**src/rtl/com_uart_pkg.sv**
```systemverilog
// Purpose: shared types and constants for the UART receive-side buffer.
// Latency: n/a (types and constants only).
// Backpressure: n/a.
package com_uart_pkg;

  localparam int DATA_WIDTH    = 8;
  localparam int RX_FIFO_DEPTH = 8;
  localparam int PERR_CNT_MAX  = 255;

  // One FIFO entry: parity error flag stacked on top of the received byte.
  typedef struct packed {
    logic                  parity_err;
    logic [DATA_WIDTH-1:0] data;
  } rx_entry_t;

endpackage

```
**src/rtl/com_sync_ff.sv**
```systemverilog
// Purpose: multi-flop synchroniser for a single asynchronous level.
// Latency: STAGES clk cycles from input change to q.
// Backpressure: none; free-running.
//
// Ports:
//   clk - destination clock
//   rst - synchronous active-high reset, loads RST_VAL into every stage
//   d   - asynchronous input level
//   q   - synchronised level
module com_sync_ff #(
  parameter int   STAGES  = 2,
  parameter logic RST_VAL = 1'b0
) (
  input  logic clk,
  input  logic rst,
  input  logic d,
  output logic q
);

  logic [STAGES-1:0] sync_q;

  always_ff @(posedge clk) begin
    if (rst) begin
      sync_q <= {STAGES{RST_VAL}};
    end else begin
      sync_q <= {sync_q[STAGES-2:0], d};
    end
  end

  assign q = sync_q[STAGES-1];

endmodule

```
**src/rtl/com_uart_rx_buffer.sv**
```systemverilog
// Purpose: captures each completed UART frame into a small FWFT FIFO in the clk domain.
// Latency: empty falls SYNC_STAGES+1 clk edges after rx_write_en is seen high.
// Backpressure: none toward the receiver; a frame arriving while full is dropped and flagged.
//
// Ports:
//   clk, rst                      - system clock, synchronous active-high reset
//   rx_write_en                   - receiver write_en (async level, rises at frame end)
//   rx_data, rx_valid_packet      - receiver byte and parity-ok flag, stable around the rise
//   rd_en                         - pop the head entry (ignored when empty)
//   rd_data, rd_parity_err        - head entry, forced to 0 while empty
//   empty, full, count            - occupancy
//   overflow, overflow_clr        - sticky dropped-frame flag and its clear
//   parity_err_cnt                - saturating count of pushed entries with bad parity
module com_uart_rx_buffer #(
  parameter int DEPTH       = com_uart_pkg::RX_FIFO_DEPTH,
  parameter int DATA_WIDTH  = com_uart_pkg::DATA_WIDTH,
  parameter int SYNC_STAGES = 2
) (
  input  logic                     clk,
  input  logic                     rst,
  input  logic                     rx_write_en,
  input  logic [DATA_WIDTH-1:0]    rx_data,
  input  logic                     rx_valid_packet,
  input  logic                     rd_en,
  output logic [DATA_WIDTH-1:0]    rd_data,
  output logic                     rd_parity_err,
  output logic                     empty,
  output logic                     full,
  output logic [$clog2(DEPTH):0]   count,
  output logic                     overflow,
  input  logic                     overflow_clr,
  output logic [7:0]               parity_err_cnt
);

  import com_uart_pkg::*;

  localparam int PW = $clog2(DEPTH);
  localparam int CW = PW + 1;

  // Entry layout comes from the package; DATA_WIDTH here must match it.
  rx_entry_t      mem [DEPTH];
  rx_entry_t      head;
  logic [PW-1:0]  wr_ptr;
  logic [PW-1:0]  rd_ptr;

  logic sync_out;
  logic edge_reg;
  logic push;
  logic do_push;
  logic do_pop;

  // Synchroniser and edge register reset high: the receiver idles with
  // write_en high, so leaving reset must not look like a rising edge.
  com_sync_ff #(
    .STAGES  (SYNC_STAGES),
    .RST_VAL (1'b1)
  ) u_wr_en_sync (
    .clk (clk),
    .rst (rst),
    .d   (rx_write_en),
    .q   (sync_out)
  );

  always_ff @(posedge clk) begin
    if (rst) begin
      edge_reg <= 1'b1;
    end else begin
      edge_reg <= sync_out;
    end
  end

  assign push = sync_out & ~edge_reg;

  // rx_data / rx_valid_packet are sampled without synchronisation: they are
  // held stable for two baud periods after write_en rises, well past the
  // synchroniser delay.
  assign empty   = (count == '0);
  assign full    = (count == CW'(DEPTH));
  assign do_pop  = rd_en & ~empty;
  // A pop in the same cycle frees the slot, so a full FIFO still accepts.
  assign do_push = push & (~full | do_pop);

  always_ff @(posedge clk) begin
    if (do_push) begin
      mem[wr_ptr] <= '{parity_err: ~rx_valid_packet, data: rx_data};
    end
  end

  always_ff @(posedge clk) begin
    if (rst) begin
      wr_ptr         <= '0;
      rd_ptr         <= '0;
      count          <= '0;
      overflow       <= 1'b0;
      parity_err_cnt <= '0;
    end else begin
      if (do_push) begin
        wr_ptr <= wr_ptr + PW'(1);
      end
      if (do_pop) begin
        rd_ptr <= rd_ptr + PW'(1);
      end

      case ({do_push, do_pop})
        2'b10:   count <= count + CW'(1);
        2'b01:   count <= count - CW'(1);
        default: count <= count;
      endcase

      // Set wins over clear.
      if (push && !do_push) begin
        overflow <= 1'b1;
      end else if (overflow_clr) begin
        overflow <= 1'b0;
      end

      if (do_push && !rx_valid_packet && parity_err_cnt != 8'(PERR_CNT_MAX)) begin
        parity_err_cnt <= parity_err_cnt + 8'd1;
      end
    end
  end

  assign head          = mem[rd_ptr];
  assign rd_data       = empty ? '0 : head.data;
  assign rd_parity_err = empty ? 1'b0 : head.parity_err;

endmodule

```
**config.mk**
```make
export PLATFORM = sky130hd
export DESIGN_NAME = com_uart_rx_buffer
export DESIGN_NICKNAME = d
export VERILOG_FILES = /design/src/rtl/com_uart_pkg.sv /design/src/rtl/com_sync_ff.sv /design/src/rtl/com_uart_rx_buffer.sv
export SDC_FILE = /design/constraint.sdc
export NUM_CORES = 1
export LEC_CHECK = 0
export BUFFER_PORTS_ARGS = -buffer_cell sky130_fd_sc_hd__buf_2
export CORE_MARGIN = 2
export CORE_UTILIZATION = 40
export CTS_CLUSTER_SIZE = 28
export DETAILED_ROUTE_END_ITERATION = 10
export PLACE_DENSITY_LB_ADDON = 0.05
export SETUP_SLACK_MARGIN = 0.4
export SYNTH_ARGS = -nofsm -noshare
export SYNTH_HDL_FRONTEND = slang
export SYNTH_SLANG_ARGS = --single-unit
```
**constraint.sdc**
```tcl
create_clock -name clk -period 4.4 [get_ports clk]
set_input_delay 0.22 -clock clk [delete_from_list [all_inputs] [get_ports clk]]
set_output_delay 0.22 -clock clk [all_outputs]
set_load 0.02 [all_outputs]
```
==> results.json, run 1 <==
{
  "outcome": "complete, no violations",
  "cts_root_buffer": "clkbuf_8",
  "vias_per_cell": 5.02,
  "regMostFlops": "mem",
  "synth_area_per_cell_um2": 15.4,
  "cp_slowest_stage_delay_ps": 930,
  "final_layout_size_suffix_gt1_share_pct": 31.5,
  "core_area_um2": 9820,
  "min_period_ps": 2670,
  "stdcell_count": 447,
  "start_util_pct": 41.5,
  "num-nets-final": 329,
  "grt_pass1_vias": 2228,
  "grt_pass1_wl_um": 11900,
  "setup_viol": 0,
  "worst-path-buf-inv": 2,
  "drv_slew": 0,
  "max_cap_viol_count": 0,
  "top_regs": "mem: 72 flops, parity_err_cnt: 8 flops, count: 4 flops",
  "synth-seq-cells": 97,
  "cp.arrival_ps": 2450,
  "tns_ps": 0,
  "final_hold_viol_count": 0,
  "finClkSkew_ps": 8.80,
  "tightest_slew_ps": 917,
  "fin_crit_sh_pct": 60.7,
  "ctsLongestPathBuffers": 2,
  "final_common_cell": "edfxtp_1",
  "ant_nets": 0,
  "crit_family": "flip-flops",
  "drtIter0Drc": 79,
  "antenna_cells": 0,
  "cp-end-kind": "output port",
  "ir_drop_v": 0.000274,
  "port_buffers": 37,
  "die_w_um": 105,
  "postRouteWirelength_um": 7470,
  "synth-async-reset-ratio_pct": 0,
  "h-tree-depth": 3,
  "crit_type": "reg -> out",
  "syn_nets": 284,
  "drt-pass1-iter-count": 5,
  "ys_seq_area_share_pct": 65.4,
  "antenna_found_initial": 0,
  "synth_cell_type_count": 49,
  "start_kind": "flop",
  "clock.fmax_mhz": 374,
  "crit_slowest_cell": "dfxtp_1",
  "io_pins": 38,
  "layout_common_cells": "72 x edfxtp_1, 37 x buf_2, 30 x nor2_1, 25 x dfxtp_1, 18 x mux4_2",
  "die_y_um": 105,
  "grt_overflow": 0,
  "p_per_area_nw_per_um2": 459,
  "path_max_fanout": 14,
  "grt_use_total_pct": 14.3,
  "postCtsSetupRepairBufs": 0,
  "required_ps": 4180,
  "clkTransAtPathRegs_ps": 90,
  "min_path_type": "in -> reg",
  "die_area_um2": 11000,
  "post_drt_wl_per_cell_um": 16.7,
  "leakagePower_nw": 1.56,
  "dp.cells": 431,
  "vias": 2246,
  "synth_edf_count": 72,
  "holdBufCountCts": 0,
  "grt_max_degree": 31,
  "gp_congestion": 0.760,
  "largest_reg_flops": 72,
  "cts_resized": 0,
  "drc": 0,
  "synth_area_um2": 4070,
  "critical_path.cell_chain": "buf_4, mux4_2, mux2i_1, nor2_1, buf_2",
  "yosysWarnings": 0,
  "cts_tree": "yes",
  "synth_cells": 264,
  "synthFlopType": "edfxtp_1",
  "cts_num_sinks": 97,
  "area_delta_synth_final_pct": 13.2,
  "dp_hpwl_um": 4610,
  "clkLatencyLatePin_ps": 360,
  "rsz0062_at_grt": "no",
  "relSlewSlack_pct": 38.8,
  "numCtsBuffers": 9,
  "rows": 36
}
==> through the flow <==
stage / utilization, % / cell area [µm²] / hold slack [ps] / power [mW] / worst slack, ps
after floorplan: - / 4070 / 319 / 1.47 / 2100
after global placement: 45.2 / 4430 / 396 / 1.62 / 2020
after detailed placement: 45.2 / 4430 / 392 / 1.62 / 2020
after CTS: 47.0 / 4610 / 26.6 / 2.15 / 1620
after global routing: 47.0 / 4610 / 33.5 / 2.22 / 1460
final: 47.0 / 4610 / 44.3 / 2.11 / 1730
==> logic make-up after synthesis <==
| group | Yosys count | synth area share, % |
|---|---|---|
| DFF | 97 | 65.4 |
| AOI/OAI and AO/OA | 21 | 3.66 |
| and+or+nand+nor | 83 | 11.4 |
| adders and majority gates | 6 | 2.03 |
| muxes | 35 | 14.5 |
| buffers and inverters | 17 | 1.94 |
| xor gates and xnor gates | 5 | 1.08 |
==> final timing paths <==
check,to,startpoint,slack [ps],cells after the start
min reg2reg,u_wr_en_sync.sync_q[1]$_SDFF_PP1_,u_wr_en_sync.sync_q[0]$_SDFF_PP1_,410,1
max reg2reg,count[3]$_SDFFE_PP0P_,count[3]$_SDFFE_PP0P_,2060,7
max,rd_data[5],flop,1730,5
min,u_wr_en_sync.sync_q[0]$_SDFF_PP1_,rx_write_en,40,2
==> power by group <==
| group | total, mW | leakage [nW] | internal, mW | switching [mW] |
|---|---|---|---|---|
| Sequential | 1.07 | 0.850 | 1.00 | 0.0663 |
| Combinational | 0.516 | 0.625 | 0.234 | 0.282 |
| Clock | 0.529 | 0.0892 | 0.214 | 0.315 |
| Total | 2.11 | 1.56 | 1.45 | 0.663 |
==> cell usage after synthesis (all sizes together), types with 2 or more instances <==
library cell	number	area, µm²
edfxtp	72	2160
nor2	30	113
dfxtp	25	500
mux4	18	405
a21oi	11	58.8
mux2i	10	100
nand2	10	37.5
nor3	8	56.3
buf	7	40.0
mux2	7	86.3
inv	6	22.5
nand3	6	30.0
nor2b	6	37.5
ha	5	62.6
clkbuf	4	16.3
nand2b	4	25.0
nor4b	4	41.3
xor2	4	35.0
or2	3	18.8
a31oi	2	12.5
and2	2	12.5
nor4	2	18.8
o21ai	2	21.3
o31ai	2	15.0
o41ai	2	25.0
or4	2	18.8
or4b	2	20.0
==> per-layer routing <==
layer | GRT usage [%] | share of wire, %
met5 | 0 | 0
met4 | 5.43 | 1.5
met3 | 2.37 | 4.4
met2 | 23.3 | 49
met1 | 19.4 | 45
==> final cells by class <==
| cell class | count | area, µm² |
|---|---|---|
| multi-input combinational | 150 | 1340 |
| clock buffer | 10 | 128 |
| timing repair buffer | 45 | 245 |
| sequential | 97 | 2660 |
| fill | 913 | 5210 |
| inverter | 6 | 22.5 |
| tap | 133 | 166 |
| clock inverter | 6 | 50.0 |
(Power assumes the default switching activity.)
==> run 2: changes to the inputs <==
Clock period 4.4 ns to 2.2 ns, I/O delays scaled along.
==> results.json, run 2 (same netlist as run 1, synthesis figures left out) <==
{
  "p_per_area_nw_per_um2": 941,
  "fin_crit_sh_pct": 88.2,
  "drc": 0,
  "final_hold_viol_count": 0,
  "final_util_pct": 49.7,
  "crit_type": "reg -> reg",
  "min_period_ps": 1940,
  "drv_slew": 0,
  "final_layout_size_suffix_gt1_share_pct": 38.4,
  "cts_root_buffer": "clkbuf_8",
  "pwr-share-comb_pct": 30.6,
  "io_pins": 38,
  "largest_reg_flops": 72,
  "grt_max_degree": 31,
  "die_w_um": 105,
  "die_area_um2": 11000,
  "start_kind": "flop",
  "core_area_um2": 9820,
  "postRouteWirelength_um": 8110,
  "placed_area_um2": 4510,
  "dp_hpwl_um": 4730,
  "tns_ps": 0,
  "r2r_end": "count[3]$_SDFFE_PP0P_",
  "grt_pass1_wl_um": 12800,
  "cp-end-kind": "flop",
  "leakagePower_nw": 1.66,
  "cp-startpoint": "count[0]$_SDFFE_PP0P_",
  "seqPwrFrac_pct": 46.0,
  "port_buffers": 37,
  "die_y_um": 105,
  "fin_ws_ps": 259,
  "post-place-ws_ps": 93.7,
  "clock.fmax_mhz": 515,
  "vias": 2356,
  "antenna_cells": 0,
  "rr_worst_depth": 7,
  "grt_use_total_pct": 15.5,
  "clkLatencyLatePin_ps": 360,
  "endpoint": "count[3]$_SDFFE_PP0P_",
  "cts_num_sinks": 97,
  "outcome": "complete, no violations",
  "path_max_fanout": 8,
  "num-nets-final": 343,
  "ir_drop_v": 0.000445,
  "cp.arrival_ps": 2160,
  "rows": 36,
  "relSlewSlack_pct": 53.7,
  "grt_pass1_vias": 2362,
  "layout_common_cells": "72 x edfxtp_1, 36 x buf_2, 29 x nor2_1, 20 x dfxtp_1, 18 x mux4_2",
  "intPower_mw": 3.14,
  "setup_viol": 0,
  "reg2reg_from": "count[0]$_SDFFE_PP0P_",
  "tightest_slew_ps": 694,
  "post_drt_wl_per_cell_um": 17.6,
  "clkTransAtPathRegs_ps": 100,
  "swShare_pct": 31.8,
  "finClkSkew_ps": 10.8,
  "power_mw": 4.60,
  "dp.cells": 435,
  "cts_tree": "yes",
  "required_ps": 2420,
  "vias_per_cell": 5.11,
  "gp_congestion": 0.737,
  "numCtsBuffers": 9,
  "regMostFlops": "mem",
  "ff2ff_setup_slack_ps": 260,
  "grt_overflow": 0,
  "rsz0062_at_grt": "yes",
  "drt-pass1-iter-count": 4,
  "max_cap_viol_count": 0,
  "final_common_cell": "edfxtp_1",
  "ctsLongestPathBuffers": 2,
  "ant_nets": 0,
  "stdcell_count": 461,
  "min_path_type": "in -> reg",
  "h-tree-depth": 3,
  "top_regs": "mem: 72 flops, parity_err_cnt: 8 flops, count: 4 flops",
  "clkPwrFrac_pct": 23.3,
  "drtIter0Drc": 69,
  "whs_ps": 23.2,
  "antenna_found_initial": 0,
  "start_util_pct": 41.5,
  "design_area_um2": 4880,
  "area_delta_synth_final_pct": 19.9,
  "p_switching_mw": 1.46
}
[run 2: cell types whose count changed in the layout (fill, tap and decap cells not counted), moves of 2 or more]
| cell | delta |
|---|---|
| a21oi_1 | -3 |
| buf_4 | +9 |
| dlygate4sd3_1 | +2 |
| dfxtp_4 | +5 |
| nor3_4 | +2 |
| dfxtp_1 | -5 |
| a21oi_2 | +2 |
[run 2: power by group through the flow]
stage,Combinational [mW],Clock (mW),Sequential (mW)
floorplan,0.829,0,2.13
global placement,1.16,0,2.12
detailed placement,1.16,0,2.12
CTS,1.29,1.11,2.11
global route,1.54,1.18,2.13
finish,1.41,1.07,2.12
[run 2: worst min-delay path by stage]
| stage | slack (ps) | cells after the start | startpoint | end |
|---|---|---|---|---|
| 6_report | 20 | 1 | rx_data[3] | mem[5][3]$_DFFE_PP_ |
| 5_1_grt | 20 | 1 | rx_data[0] | mem[2][0]$_DFFE_PP_ |
| 4_1_cts | 7 | 1 | rx_data[2] | mem[7][2]$_DFFE_PP_ |
| 3_5_place_dp | 300 | 2 | rx_write_en | u_wr_en_sync.sync_q[0]$_SDFF_PP1_ |
| 3_3_place_gp | 290 | 2 | rx_write_en | u_wr_en_sync.sync_q[0]$_SDFF_PP1_ |
| 2_1_floorplan | 210 | 0 | rx_data[0] | mem[0][0]$_DFFE_PP_ |
[run 2: metal layers]
layer / vias to the layer above / GRT usage [%] / share of wire, %
li1: 1127 / - / -
met1: 1180 / 20.9 / 46
met2: 39 / 24.9 / 50
met3: 10 / 2.43 / 2.7
met4: 0 / 6.57 / 1.5
met5: - / 0 / 0
[run 2: final cells by class]
| type | instances | area [µm²] |
|---|---|---|
| well taps | 133 | 166 |
| inverters | 6 | 30.0 |
| fillers | 880 | 4930 |
| repair buffers | 58 | 400 |
| flip-flops and latches | 97 | 2680 |
| clock buffers | 10 | 128 |
| clock inverters | 6 | 50.0 |
| multi-input cells | 151 | 1430 |
[run 2: critical path: stages, from the launching register on]
cell and delay (ps):
dfxtp_4 390, o41ai_4 420, nor2_4 110, ha_4 300, nand3_2 100, a21oi_2 180, mux2i_1 210, a31oi_1 90
[run 2: what timing repair did]
action                                 in CTS  in global routing
endpoints found under the hold margin       9                  0
gates cloned                                1                  2
pin swaps                                   2                  6
gates resized for setup                    10                 12
setup endpoints to repair                  13                 72
buffers inserted                            1                  4
hold buffers                                2                  0
